<file path="src/rtl/tx_packet_sequencer.sv">
// Transmit packet sequencer: pops bytes from a data buffer and hands them one
// at a time to a TX encoder with a valid/ready handshake, with abort and error reporting.
module tx_packet_sequencer #(
  parameter int MAX_PKT = 64
) (
  input  logic       clk,
  input  logic       rst,
  input  logic       start,
  input  logic [6:0] packet_size,
  input  logic       abort,
  input  logic [6:0] buffer_occupancy,
  input  logic [7:0] tx_packet_data,
  output logic       get_tx_data,
  output logic       flush,
  output logic [7:0] byte_out,
  output logic       byte_valid,
  input  logic       byte_ready,
  output logic       busy,
  output logic       done,
  output logic       err,
  output logic [6:0] bytes_sent
);

  localparam logic [6:0] MAX_PKT_W = 7'(MAX_PKT);

  typedef enum logic [2:0] {
    S_IDLE  = 3'd0,
    S_FETCH = 3'd1,
    S_SEND  = 3'd2,
    S_DONE  = 3'd3,
    S_ERR   = 3'd4
  } state_t;

  state_t     state_q;
  logic [6:0] remaining_q;
  logic [6:0] bytes_sent_q;
  logic [7:0] byte_out_q;
  logic       byte_valid_q;
  logic       get_tx_data_q;
  logic       flush_q;
  logic       busy_q;
  logic       done_q;
  logic       err_q;

  logic size_bad_s;
  logic abort_act_s;

  always_comb begin
    size_bad_s  = 1'b0;
    abort_act_s = 1'b0;
    if ((packet_size > MAX_PKT_W) || (buffer_occupancy < packet_size)) begin
      size_bad_s = 1'b1;
    end else begin
      size_bad_s = 1'b0;
    end
    if (abort && (state_q != S_IDLE)) begin
      abort_act_s = 1'b1;
    end else begin
      abort_act_s = 1'b0;
    end
  end

  // Pulse outputs default low each cycle; abort outranks every state action.
  always_ff @(posedge clk or posedge rst) begin
    if (rst) begin
      state_q       <= S_IDLE;
      remaining_q   <= 7'd0;
      bytes_sent_q  <= 7'd0;
      byte_out_q    <= 8'h00;
      byte_valid_q  <= 1'b0;
      get_tx_data_q <= 1'b0;
      flush_q       <= 1'b0;
      busy_q        <= 1'b0;
      done_q        <= 1'b0;
      err_q         <= 1'b0;
    end else begin
      get_tx_data_q <= 1'b0;
      flush_q       <= 1'b0;
      done_q        <= 1'b0;
      err_q         <= 1'b0;
      if (abort_act_s) begin
        state_q      <= S_IDLE;
        byte_valid_q <= 1'b0;
        flush_q      <= 1'b1;
        busy_q       <= 1'b0;
      end else begin
        case (state_q)
          S_IDLE: begin
            if (start && !abort) begin
              bytes_sent_q <= 7'd0;
              busy_q       <= 1'b1;
              if (packet_size == 7'd0) begin
                state_q <= S_DONE;
                done_q  <= 1'b1;
              end else if (size_bad_s) begin
                state_q <= S_ERR;
                err_q   <= 1'b1;
              end else begin
                remaining_q   <= packet_size;
                state_q       <= S_FETCH;
                get_tx_data_q <= 1'b1;
              end
            end
          end
          S_FETCH: begin
            byte_out_q   <= tx_packet_data;
            byte_valid_q <= 1'b1;
            state_q      <= S_SEND;
          end
          S_SEND: begin
            if (byte_ready) begin
              bytes_sent_q <= bytes_sent_q + 7'd1;
              remaining_q  <= remaining_q - 7'd1;
              byte_valid_q <= 1'b0;
              if (remaining_q == 7'd1) begin
                state_q <= S_DONE;
                done_q  <= 1'b1;
              end else begin
                state_q       <= S_FETCH;
                get_tx_data_q <= 1'b1;
              end
            end
          end
          S_DONE, S_ERR: begin
            state_q <= S_IDLE;
            busy_q  <= 1'b0;
          end
          default: begin
            state_q      <= S_IDLE;
            busy_q       <= 1'b0;
            byte_valid_q <= 1'b0;
          end
        endcase
      end
    end
  end

  assign get_tx_data = get_tx_data_q;
  assign flush       = flush_q;
  assign byte_out    = byte_out_q;
  assign byte_valid  = byte_valid_q;
  assign busy        = busy_q;
  assign done        = done_q;
  assign err         = err_q;
  assign bytes_sent  = bytes_sent_q;

endmodule

</file>
<file path="config.mk">
export PLATFORM = sky130hd
export DESIGN_NAME = tx_packet_sequencer
export DESIGN_NICKNAME = d
export VERILOG_FILES = /design/src/rtl/tx_packet_sequencer.sv
export SDC_FILE = /design/constraint.sdc
export NUM_CORES = 1
export LEC_CHECK = 0
export CAP_MARGIN = 20
export CORE_MARGIN = 3
export CORE_UTILIZATION = 40
export CTS_BUF_LIST = sky130_fd_sc_hd__clkbuf_8 sky130_fd_sc_hd__clkbuf_16
export DETAILED_ROUTE_END_ITERATION = 12
export DONT_BUFFER_PORTS = 1
export PLACE_DENSITY_LB_ADDON = 0.25
export RECOVER_POWER = 100
export SLEW_MARGIN = 40
export SYNTH_ARGS = -nofsm -noshare
export SYNTH_HDL_FRONTEND = slang
export SYNTH_SLANG_ARGS = --single-unit
</file>
<file path="constraint.sdc">
create_clock -name clk -period 3.54 [get_ports clk]
set_input_delay 0.885 -clock clk [delete_from_list [all_inputs] [get_ports clk]]
set_output_delay 0.885 -clock clk [all_outputs]
set_load 0.03 [all_outputs]
</file>
; Word level (Yosys, flattened, before mapping)
; Cells that the tools add are included.
[word_totals]
ff_bits = 31
mem_bits_ro = 0
latch_bits = 0
in_bits = 27
mem_bits_rw = 0
memories = 0
[op_classes]
div_mod_pow = 0
shifts = 0
mul = 0
magnitude_cmp = 2
n_reduce_logical = 16
n_mux = 42
eq_ne = 13
bitwise = 1
add_sub_neg = 2
[ops]
columns = op, n
row1 = $mux 7, 6
row2 = $pmux 7 s2, 2
row3 = $mux 1, 23
row4 = $mux 3, 5
row5 = $pmux 3 s3, 1
row6 = $ne 2x2->1 const B, 4
row7 = $reduce_and 2->1, 4
row8 = $add 7x1->7 const B, 1
row9 = $eq 7x1->1 const B, 1
row10 = $gt 7x7->1 const B, 1
row11 = $logic_not 7->1, 1
row12 = $lt 7x7->1, 1
row13 = $sub 7x1->7 const B, 1
row14 = $eq 3x2->1 const B, 2
row15 = $ne 3x3->1 const B, 2
row16 = $pmux 1 s2, 3
row17 = $reduce_and 6->1, 1
row18 = $ne 2x1->1 const B, 2
row19 = $reduce_and 4->1, 1
row20 = $eq 3x1->1 const B, 1
row21 = $eq 3x3->1 const B, 1
row22 = $logic_not 3->1, 1
row23 = $pmux 1 s3, 1
row24 = $reduce_bool 3->1, 1
row25 = 8 further kinds, 9

; Logic depth before layout (Yosys ltp)
[depth]
depth_word = 8
mapped_depth = 7

; Least setup slack after synthesis
; OpenSTA, ideal clock, no wires.
[synth_timing]
path_kind = in2reg
start = in packet_size[6]
end = reg remaining_q[1]
setup_ps = 125
slack_ps = 880
cell_stages = 7
arrival_time_ps = 2535
n_path_buf = 0
path_cell_list = inv_1 ha_1 and2_1 a221o_1 a311oi_2 nor2_2 mux2_4
[synth_between]
elab_chain_len = 5
word_cells_on_any_way = 8
[synth_rtl]
columns = element, line_no
row1 = "start, declared", 9  ; input logic [6:0] packet_size,
row2 = $gt 7x7->1 / $lt 7x7->1 (equally long branches), 51  ; if ((packet_size > MAX_PKT_W) || (buffer_occupancy < packet_size)) begin
row3 = $logic_or 1x1->1, 51
row4 = $mux 1, 51
row5 = $ne 2x2->1 (no line), n/a
row6 = $reduce_and 6->1 (no line) (*), n/a
row7 = "end signal, assigned", 99  ; remaining_q <= packet_size;
row8 = "end signal, assigned", 113  ; remaining_q <= remaining_q - 7'd1;
row9 = "end, declared", 35  ; logic [6:0] remaining_q;
; Every way passes the cells marked *; elsewhere a longest branch is shown, timed or not.
; A chain may end at the register's enable or synchronous reset.

; Worst setup path in the final report
[layout_timing]
start = in packet_size[4]
end = reg remaining_q[1]
; The elaborated chain is that of the path after synthesis.

==> impl_metrics.ini <==
[run_status]
outcome = complete, but fails checks
violations = capacitance limit, slew limit

[detailed_routing]
drtPass1Iterations = 4
first_iter_violations = 56
top_layer = met4
wl_met3_um = 363
antenna_left = 0
wl_um = 3920
vias_per_cell = 5.86
routedWlPerCell_um = 15.9
vias = 1441
wl_met2_um = 1820
drc = 0
wl_met1_um = 1660

[logic_synthesis]
ys_top_cells_by_area = dfrtp_1, ha_1, mux2_2
synth-seq-cells = 31
synth_enable_flop_cells = 0
yosys.area.top_type = dfrtp_1
ys_types = 45
yosys.area.top_type_share_pct = 42.4
synthCells = 193
ys.warnings.count = 0
synth_area_sq_um = 1830
ys_dominant_reg_cell = dfrtp_1
syn_avg_cell_area_sq_um = 9.48
async_flop_share_pct = 100
synth_seq_area_share_pct = 42.4
syn-num-nets = 229

[place]
dpl_cell_area_sq_um = 1890
gp_congestion = 0.872
dp_hpwl_um = 3000
io_buffers = 0

[pwr]
p_leak_nw = 0.863
ir_worst_vdd_mv = 0.159
internal_power_mw = 0.682
combPwrFrac_pct = 16.6
p_per_area_nw_per_um2 = 534
switching_share_pct = 34.0
p_sw_mw = 0.352
p_seq_share_pct = 54.6
power_frac_clock_pct = 28.8

[critical_path]
start_kind = input port
reg2reg_setup_slack_ps = 940
crit_buf_inv = 0
path_class = in2reg
max_stage_delay_ps = 580
path_max_fanout = 7
worstPathRequired_ps = 3700
cp-end-kind = flip-flop
arrival_ps = 3030
crit_chain = or4_1 > or4_1 > a31oi_1 > nor2_1 > mux2_1
reg2reg_depth = 5
critPathTopFamily = simple AND/OR/NAND/NOR gates
r2r_start = state_q[1]
slowest_stage = or4_1
reg2reg_to = remaining_q[1]
path_common_cell = or4_1

[floorplanning]
row_count = 23
fp.dieW_um = 73.7
coreArea_sq_um = 4200
initial_core_util_pct = 43.6
die_area_sq_um = 5420
ios = 48
die_h_um = 73.7

[layout]
final_nets = 231
synthToLayoutAreaGrowth_pct = 5.88
fin_area_sq_um = 1940
n_antenna_cell = 0
fillCellCount = 390
drive_gt1_share_pct = 8.16

[grt]
antenna_found_initial = 0
grt_pass1_vias = 1448
grt_usage_pct = 15.9
grt_overflow = 0
grt_pass1_wl_um = 6620
grt_max_degree = 32

[sta]
hold_viol_final = 0
setup_viol = 0
slew_violations = 32
fmax_mhz = 349
period_share_pct = 81.0
relSlewSlack_pct = -9.06
rsz0062_at_grt = false
tightest_slew_ps = 1640
setup_tns_ps = 0
clock-skew-final_ps = 7.41
period_minus_slack_ps = 2870

[clocking]
cts_tree = done
insertion_delay_ps = 280
clk_pin_slew_ps = 60
cts_max_path_buffers = 2
cts.sinks = 31
clock-root-buffer = clkbuf_8
cts-htree-levels = 2
cts_resized = 0
cts_setup_buffers = 0
cts_hold_buf = 0
cts_inserted_buffers = 5

[min_path]
hp-class = reg2reg
holdPathStages = 2
min_from = remaining_q[6]
hold_path_end = remaining_q[6]

[run]
max_cap_violations = 1
-- registers in the layout, summed over array words and instances (netlist names) --
register and cells:
done 1, err 1, get_tx_data 1, byte_out 8
state_q 3, remaining_q 7, flush 1, bytes_sent 7
byte_valid 1, busy 1
-- per-stage QoR --
stage	cells	power, mW	util [%]	setup slack (ps)	hold slack (ps)
floorplan	193	0.710	-	880	474
global placement	238	0.745	44.9	803	507
detailed placement	238	0.758	44.9	662	533
CTS	246	1.06	47.3	960	549
global route	246	1.10	46.1	520	576
finish	246	1.03	46.1	673	545
-- synthesized netlist by cell type (4+ instances only) --
library cell,count
nand2_1,10
nor2b_1,5
nor2_1,23
inv_1,12
mux2_2,8
and2_1,6
nand3_1,7
nand4_1,4
dfrtp_1,31
a21oi_1,9
clkbuf_1,8
o21ai_0,6
ha_1,9
nor3_1,9
-- layout by cell type, fill, tap and decap left out, types with 3 or more instances in the layout --
cell	synthesis	layout
nor2_1	23	24
o31ai_1	2	3
nor3_1	9	9
nand4_1	4	4
nor4_1	3	3
nand2b_1	3	3
mux2_1	0	4
mux2_2	8	5
a2bb2oi_1	3	3
ha_1	9	9
or4_1	1	3
and2_1	6	3
and2_0	0	3
a21oi_1	9	9
clkbuf_8	0	7
xnor2_1	3	3
nand3_1	7	7
o21ai_0	6	8
nand2_1	10	10
dfrtp_1	31	31
inv_1	12	13
nor2b_1	5	5
-- metal layers --
metal,global-route usage [%],up-vias
met4,6.44,0
met5,0,-
li1,-,690
met1,19.1,683
met2,25.3,62
met3,6.43,6
-- worst max-delay path by stage --
stage                    from  slack [ps]  cells past startpoint        endpoint
2_1_floorplan  packet_size[6]         880                      7  remaining_q[1]
3_3_place_gp   packet_size[6]         800                      7  remaining_q[1]
3_5_place_dp   packet_size[6]         660                      7  remaining_q[1]
4_1_cts        packet_size[6]         960                      7  remaining_q[1]
5_1_grt        packet_size[4]         520                      5  remaining_q[1]
6_report       packet_size[4]         670                      5  remaining_q[1]
-- final cells by class --
type                       instances  area [sq um]  share of cell area (%)
timing repair buffer               3          15.0                   0.775
multi-input combinational        142           940                    48.5
sequential                        31           776                    40.0
inverter                          12          45.0                    2.32
clock inverter                     1          3.75                   0.194
clock buffer                       7          96.3                    4.97
tap                               50          62.6                    3.23
-- kinds of logic (layout without fill, tap and decap cells) --
logic type               count (synthesis)  in the layout  share of synthesized area (%)
AO/OA/AOI/OAI                           37             37                           15.0
XOR/XNOR                                 5              5                           2.39
adder cells (fa/ha/maj)                  9              9                           6.15
buffers and inverters                   20             23                           4.10
flip-flops                              31             31                           42.4
multiplexers                            11             11                           6.84
AND/OR/NAND/NOR                         80             80                           23.1
-- tightest hold or removal path: stages, from the launching register on --
cell and delay, ps:
dfrtp_1 350, o31ai_1 80, o21ai_0 80
-- power by group through the flow --
stage	clock network, mW	registers, mW	logic (mW)
floorplan	0	0.553	0.157
global placement	0	0.571	0.174
detailed placement	0	0.572	0.186
CTS	0.308	0.566	0.186
global route	0.327	0.577	0.198
finish	0.298	0.565	0.172
(Power assumes the default switching activity.)
